### config.mk
export PLATFORM = sky130hd
export DESIGN_NAME = mano_io_port_flat
export DESIGN_NICKNAME = d
export VERILOG_FILES = /design/src/rtl/mano_io_port_if.sv /design/src/rtl/mano_io_port.sv /design/src/flat_wrapper.sv
export SDC_FILE = /design/constraint.sdc
export NUM_CORES = 1
export LEC_CHECK = 0
export ABC_AREA = 1
export CAP_MARGIN = 20
export CORE_MARGIN = 3
export CORE_UTILIZATION = 45
export CTS_CLUSTER_DIAMETER = 200
export DETAILED_ROUTE_END_ITERATION = 10
export GPL_TIMING_DRIVEN = 0
export PLACE_DENSITY = 0.79
export SLEW_MARGIN = 20
export SYNTH_ARGS = -nofsm -noshare
export SYNTH_HDL_FRONTEND = slang
export SYNTH_SLANG_ARGS = --single-unit
export TNS_END_PERCENT = 100
### constraint.sdc
create_clock -name clk -period 1.73 [get_ports clk]
set_input_delay 0.4325 -clock clk [delete_from_list [all_inputs] [get_ports clk]]
set_output_delay 0.4325 -clock clk [all_outputs]
set_load 0.03 [all_outputs]
### src/rtl/mano_io_port_if.sv
// Bus bundle between the Mano core, the I/O port and the external character devices.
// The slave modport is the I/O port's view; the master modport is the core and device side.
interface mano_io_port_if #(
    parameter int unsigned DW = 8
);
    logic          cpu_inp;
    logic          cpu_out;
    logic          cpu_ion;
    logic          cpu_iof;
    logic          cpu_int_ack;
    logic [DW-1:0] ac_low;
    logic [DW-1:0] inpr_o;
    logic          fgi_o;
    logic          fgo_o;
    logic          ien_o;
    logic          irq_o;
    logic [DW-1:0] dev_in_data;
    logic          dev_in_valid;
    logic          dev_in_ready;
    logic [DW-1:0] dev_out_data;
    logic          dev_out_valid;
    logic          dev_out_ready;

    modport slave (
        input  cpu_inp, cpu_out, cpu_ion, cpu_iof, cpu_int_ack, ac_low,
        input  dev_in_data, dev_in_valid, dev_out_ready,
        output inpr_o, fgi_o, fgo_o, ien_o, irq_o,
        output dev_in_ready, dev_out_data, dev_out_valid
    );

    modport master (
        output cpu_inp, cpu_out, cpu_ion, cpu_iof, cpu_int_ack, ac_low,
        output dev_in_data, dev_in_valid, dev_out_ready,
        input  inpr_o, fgi_o, fgo_o, ien_o, irq_o,
        input  dev_in_ready, dev_out_data, dev_out_valid
    );
endinterface

### src/rtl/mano_io_port.sv
// Mano basic-computer I/O stage: INPR/FGI, OUTR/FGO with printer pacing, IEN and IRQ.
// Define MANO_IO_LOOPBACK_EN to add loop_sel, which routes OUTR back into INPR internally.
module mano_io_port #(
    parameter int unsigned DW          = 8,
    parameter int unsigned OUT_LATENCY = 4
) (
    input  logic          clk,
    input  logic          clr,
    input  logic          enable,
`ifdef MANO_IO_LOOPBACK_EN
    input  logic          loop_sel,
`endif
    mano_io_port_if.slave io
);
    localparam int unsigned CW = 8;

    typedef enum logic [1:0] {
        IDLE = 2'd0,
        SEND = 2'd1,
        PACE = 2'd2
    } state_e;

    state_e        state_q, state_d;
    logic [DW-1:0] inpr_q, inpr_d;
    logic [DW-1:0] outr_q, outr_d;
    logic [CW-1:0] cnt_q, cnt_d;
    logic          fgi_q, fgi_d;
    logic          fgo_q, fgo_d;
    logic          ien_q, ien_d;
    logic          loop_c;
    logic          dev_in_ready_c;
    logic          dev_out_valid_c;
    logic          in_hs_c;
    logic          loop_go_c;
    logic          out_acc_c;

`ifdef MANO_IO_LOOPBACK_EN
    assign loop_c = loop_sel;
`else
    assign loop_c = 1'b0;
`endif

    assign dev_in_ready_c = ~fgi_q & enable & ~loop_c;
    assign in_hs_c        = io.dev_in_valid & dev_in_ready_c;
    // Loopback can only complete once the CPU has drained the previous input character.
    assign loop_go_c      = enable & (state_q == SEND) & loop_c & ~fgi_q;
    assign out_acc_c      = enable & (state_q == SEND) & (loop_c ? ~fgi_q : io.dev_out_ready);

    always_ff @(posedge clk or posedge clr) begin
        if (clr) begin
            state_q <= IDLE;
        end else begin
            state_q <= state_d;
        end
    end

    always_comb begin
        state_d = state_q;
        if (enable) begin
            unique case (state_q)
                IDLE:    if (io.cpu_out) state_d = SEND;
                SEND:    if (out_acc_c) state_d = (OUT_LATENCY == 0) ? IDLE : PACE;
                PACE:    if (cnt_q == '0) state_d = IDLE;
                default: state_d = IDLE;
            endcase
        end
    end

    always_comb begin
        outr_d          = outr_q;
        cnt_d           = cnt_q;
        fgo_d           = fgo_q;
        dev_out_valid_c = 1'b0;
        unique case (state_q)
            IDLE: begin
                if (enable && io.cpu_out) begin
                    outr_d = io.ac_low;
                    fgo_d  = 1'b0;
                end
            end
            SEND: begin
                dev_out_valid_c = enable & ~loop_c;
                if (out_acc_c) begin
                    if (OUT_LATENCY == 0) fgo_d = 1'b1;
                    else                  cnt_d = CW'(OUT_LATENCY - 1);
                end
            end
            PACE: begin
                if (enable) begin
                    if (cnt_q == '0) fgo_d = 1'b1;
                    else             cnt_d = cnt_q - CW'(1);
                end
            end
            default: ;
        endcase
    end

    // Input flag, INPR and interrupt enable; a device load always beats a same-cycle INP.
    always_comb begin
        inpr_d = inpr_q;
        fgi_d  = fgi_q;
        ien_d  = ien_q;
        if (in_hs_c) begin
            inpr_d = io.dev_in_data;
            fgi_d  = 1'b1;
        end else if (loop_go_c) begin
            inpr_d = outr_q;
            fgi_d  = 1'b1;
        end else if (enable && io.cpu_inp && fgi_q) begin
            fgi_d  = 1'b0;
        end
        if (enable) begin
            if (io.cpu_int_ack || io.cpu_iof) ien_d = 1'b0;
            else if (io.cpu_ion)              ien_d = 1'b1;
        end
    end

    always_ff @(posedge clk or posedge clr) begin
        if (clr) begin
            inpr_q <= '0;
            outr_q <= '0;
            cnt_q  <= '0;
            fgi_q  <= 1'b0;
            fgo_q  <= 1'b1;
            ien_q  <= 1'b0;
        end else begin
            inpr_q <= inpr_d;
            outr_q <= outr_d;
            cnt_q  <= cnt_d;
            fgi_q  <= fgi_d;
            fgo_q  <= fgo_d;
            ien_q  <= ien_d;
        end
    end

    assign io.inpr_o        = inpr_q;
    assign io.fgi_o         = fgi_q;
    assign io.fgo_o         = fgo_q;
    assign io.ien_o         = ien_q;
    assign io.irq_o         = ien_q & (fgi_q | fgo_q);
    assign io.dev_in_ready  = dev_in_ready_c;
    assign io.dev_out_data  = outr_q;
    assign io.dev_out_valid = dev_out_valid_c;
endmodule

### src/flat_wrapper.sv
// flat-port wrapper written by rule: the top's interface ports become plain ports
module mano_io_port_flat 
#(
    parameter int unsigned DW          = 8,
    parameter int unsigned OUT_LATENCY = 4
)
  (clk, clr, enable, io_cpu_inp, io_cpu_out, io_cpu_ion, io_cpu_iof, io_cpu_int_ack, io_ac_low, io_dev_in_data, io_dev_in_valid, io_dev_out_ready, io_inpr_o, io_fgi_o, io_fgo_o, io_ien_o, io_irq_o, io_dev_in_ready, io_dev_out_data, io_dev_out_valid);
  mano_io_port_if #(.DW(DW)) io_i ();
  input  logic clk;
  input  logic clr;
  input  logic enable;
  input wire logic [$bits(io_i.cpu_inp)-1:0] io_cpu_inp;
  input wire logic [$bits(io_i.cpu_out)-1:0] io_cpu_out;
  input wire logic [$bits(io_i.cpu_ion)-1:0] io_cpu_ion;
  input wire logic [$bits(io_i.cpu_iof)-1:0] io_cpu_iof;
  input wire logic [$bits(io_i.cpu_int_ack)-1:0] io_cpu_int_ack;
  input wire logic [$bits(io_i.ac_low)-1:0] io_ac_low;
  input wire logic [$bits(io_i.dev_in_data)-1:0] io_dev_in_data;
  input wire logic [$bits(io_i.dev_in_valid)-1:0] io_dev_in_valid;
  input wire logic [$bits(io_i.dev_out_ready)-1:0] io_dev_out_ready;
  output wire logic [$bits(io_i.inpr_o)-1:0] io_inpr_o;
  output wire logic [$bits(io_i.fgi_o)-1:0] io_fgi_o;
  output wire logic [$bits(io_i.fgo_o)-1:0] io_fgo_o;
  output wire logic [$bits(io_i.ien_o)-1:0] io_ien_o;
  output wire logic [$bits(io_i.irq_o)-1:0] io_irq_o;
  output wire logic [$bits(io_i.dev_in_ready)-1:0] io_dev_in_ready;
  output wire logic [$bits(io_i.dev_out_data)-1:0] io_dev_out_data;
  output wire logic [$bits(io_i.dev_out_valid)-1:0] io_dev_out_valid;
  assign io_i.cpu_inp = io_cpu_inp;
  assign io_i.cpu_out = io_cpu_out;
  assign io_i.cpu_ion = io_cpu_ion;
  assign io_i.cpu_iof = io_cpu_iof;
  assign io_i.cpu_int_ack = io_cpu_int_ack;
  assign io_i.ac_low = io_ac_low;
  assign io_i.dev_in_data = io_dev_in_data;
  assign io_i.dev_in_valid = io_dev_in_valid;
  assign io_i.dev_out_ready = io_dev_out_ready;
  assign io_inpr_o = io_i.inpr_o;
  assign io_fgi_o = io_i.fgi_o;
  assign io_fgo_o = io_i.fgo_o;
  assign io_ien_o = io_i.ien_o;
  assign io_irq_o = io_i.irq_o;
  assign io_dev_in_ready = io_i.dev_in_ready;
  assign io_dev_out_data = io_i.dev_out_data;
  assign io_dev_out_valid = io_i.dev_out_valid;
  mano_io_port #(.DW(DW), .OUT_LATENCY(OUT_LATENCY)) u_core (.clk(clk), .clr(clr), .enable(enable), .io(io_i));
endmodule
==> impl_metrics.toml <==
[clock_tree]
cts_buffers = 5
clk_pin_slew_ns = 0.09
htreeDepth = 2
cts_tree = "yes"
ctsLongestPathBuffers = 2
clock_latency_ns = 0.34
clock-sinks = 29
postCtsSetupRepairBufs = 0
clock-root-buffer = "clkbuf_4"

[worst_setup_path]
cp_num_buf_inv = 1
cp_top_family = "flip-flops"
worstPathRequired_ns = 1.30
worstPathCellList = "nor2_2 -> clkdlybuf4s15_2"
end_kind = "primary output"
max_stage_delay_ns = 0.42
cpMaxStageDelayCell = "dfrtp_1"
critPathArrivalTime_ns = 1.23
path_class = "flip-flop to primary output"
cp-start-kind = "flip-flop"
crit_fanout = 4

[synth]
yosysTopAreaCell = "dfrtp_1"
netlist-cell-type-count = 25
mappedNetlistNets = 194
ys_seq_elements = 29
netlist_area_sq_um = 1410
postSynthCellCount = 166
synthTopCellsByArea = "dfrtp_1, nand2_1, mux2_1"
avgSynthCellArea_sq_um = 8.49
synth-seq-area-share = 0.516
ys_warn_count = 0
synth.top_cell.area_share = 0.497

[floorplanning]
dieWidth_um = 62.0
die-height_um = 62.0
io_pins = 48
dieArea_sq_um = 3840
core_area_sq_um = 2880
fp-row-count = 19
initial_core_util = 0.490

[global_routing]
antenna_found_initial = 0
gr-total-overflow = 0
gr-usage-all-layers = 0.213
grt_pass1_vias = 1354
grt_pass1_wl_um = 5860
grt_max_degree = 30

[power_and_ir_drop]
leakage_uw = 0.00100
vdd_drop_max_mv = 1.45
power_density_nw_per_um2 = 1730

[timing]
hold_violations = 0
fin_crit_sh = 0.958
post-route-min-period_ns = 1.66
max_freq_mhz = 603
tightest_slew_ns = 0.605
setup_viol = 0
setup_tns_ns = 0
relSlewSlack = 0.596
finalMaxSlewViolations = 0
worst_slack_ns = 0.0723
finClkSkew_ns = 0.00452
rsz0062_at_grt = "no"

[layout]
layout_common_cells = "nand2_1, dfrtp_1, clkdlybuf4s50_1"
mostFrequentLayoutCell = "nand2_1"
antenna_cells = 0
drive_gt1_frac = 0.145
finalInstanceArea_sq_um = 1960
area_growth_pct = 39.3
nNetsFinal = 247

[placed_design]
dp_hpwl_um = 2600
gp_congestion = 0.843
postPlaceCellArea_sq_um = 1920
dp_slack_ns = -0.154
io_buffers = 46

[route]
dr_total_vias = 1262
drc = 0
drt_iter0_drc = 53
ant_nets = 0
drt-vias-per-instance = 4.82
detail_route.first_pass.iterations = 4
drt_wl_total_um = 3480
wl_per_cell_um = 13.3

[min_path]
worstHoldPathType = "input pin to flip-flop"

[job]
maxCapViolations = 0

[outcome]
status = "finished, final reports clean"
==> synthesized netlist by cell type <==
cell type	count
a21oi_1	3
buf_2	1
buf_4	1
dfrtp_1	28
dfstp_2	1
ha_1	2
inv_1	7
inv_2	6
mux2_1	8
nand2_1	66
nand2_2	2
nand2_4	1
nand3_1	8
nand4_1	3
nor2_1	15
nor2_2	2
nor2_4	1
o21a_1	1
o21ai_0	2
o21ai_1	1
o21ai_2	2
o21bai_1	2
o31ai_1	1
xnor2_1	1
xor2_1	1
==> flip-flops by register name (all words and copies together) (netlist names) <==
name,cells
u_core.io.ien_o,1
u_core.cnt_q,8
u_core.io.fgi_o,1
u_core.state_q,2
u_core.io.dev_out_data,8
u_core.io.fgo_o,1
u_core.io.inpr_o,8
==> worst register-to-register path, stage by stage, from the launching register on <==
cell	delay, ns
dfrtp_1	0.42
inv_1	0.13
ha_1	0.16
nand2_1	0.07
o21ai_2	0.20
nand2_2	0.15
o21ai_1	0.18
inv_1	0.06
==> power by group <==
group          switching [uW]  internal (uW)  total (uW)
registers                 222            953        1180
clock network             251            235         486
logic                    1140            588        1730
==> final timing paths <==
path / start / endpoint / slack [ns] / cells after the start
min in group asynchronous: clr / u_core.cnt_q[3] / 0.48 / 2
max in group asynchronous: clr / u_core.state_q[0] / 0.82 / 2
min reg2reg: u_core.io.fgo_o / u_core.io.fgo_o / 0.49 / 2
max reg2reg: u_core.cnt_q[0] / u_core.state_q[1] / 0.26 / 7
max: u_core.io.fgi_o / io_dev_in_ready / 0.07 / 2
min: enable / u_core.io.fgo_o / 0.38 / 3
==> kinds of logic after synthesis <==
family / Yosys count / synth area share
adder cells (fa/ha/maj): 2 / 0.0178
AO/OA/AOI/OAI: 12 / 0.0551
XOR/XNOR: 2 / 0.0124
buffers and inverters: 15 / 0.0435
AND/OR/NAND/NOR: 98 / 0.291
multiplexers: 8 / 0.0639
flip-flops: 29 / 0.516
==> per-stage QoR <==
step           hold WS, ns  cells  utilization  power (uW)
2_1_floorplan        0.464    166            -        2370
3_3_place_gp         0.463    254        0.668        2960
3_5_place_dp         0.470    254        0.668        3030
4_1_cts              0.366    262        0.682        3390
5_1_grt              0.391    262        0.682        3660
6_report             0.375    262        0.682        3390
==> final cells by class <==
cell class,count,area (sq um)
fill,255,915
sequential,29,728
multi-input combinational,122,623
timing repair buffer,46,427
clock buffer,7,65.1
tap,42,52.6
inverter,13,48.8
buffer,2,12.5
clock inverter,1,5.00
==> timing repair <==
action,in CTS,in global routing
gates resized for setup,34,4
hold buffers,0,0
endpoints found under the setup margin,22,2
==> routing by layer <==
metal  up-vias  routed length [um]  global-route usage
met3         5                 331               0.122
met1       586                1390               0.221
met4         0                  45              0.0697
li1        633                   -                   -
met5         -                   0                   0
met2        38                1720               0.362
Note: power is estimated with default switching activity, not from simulation.
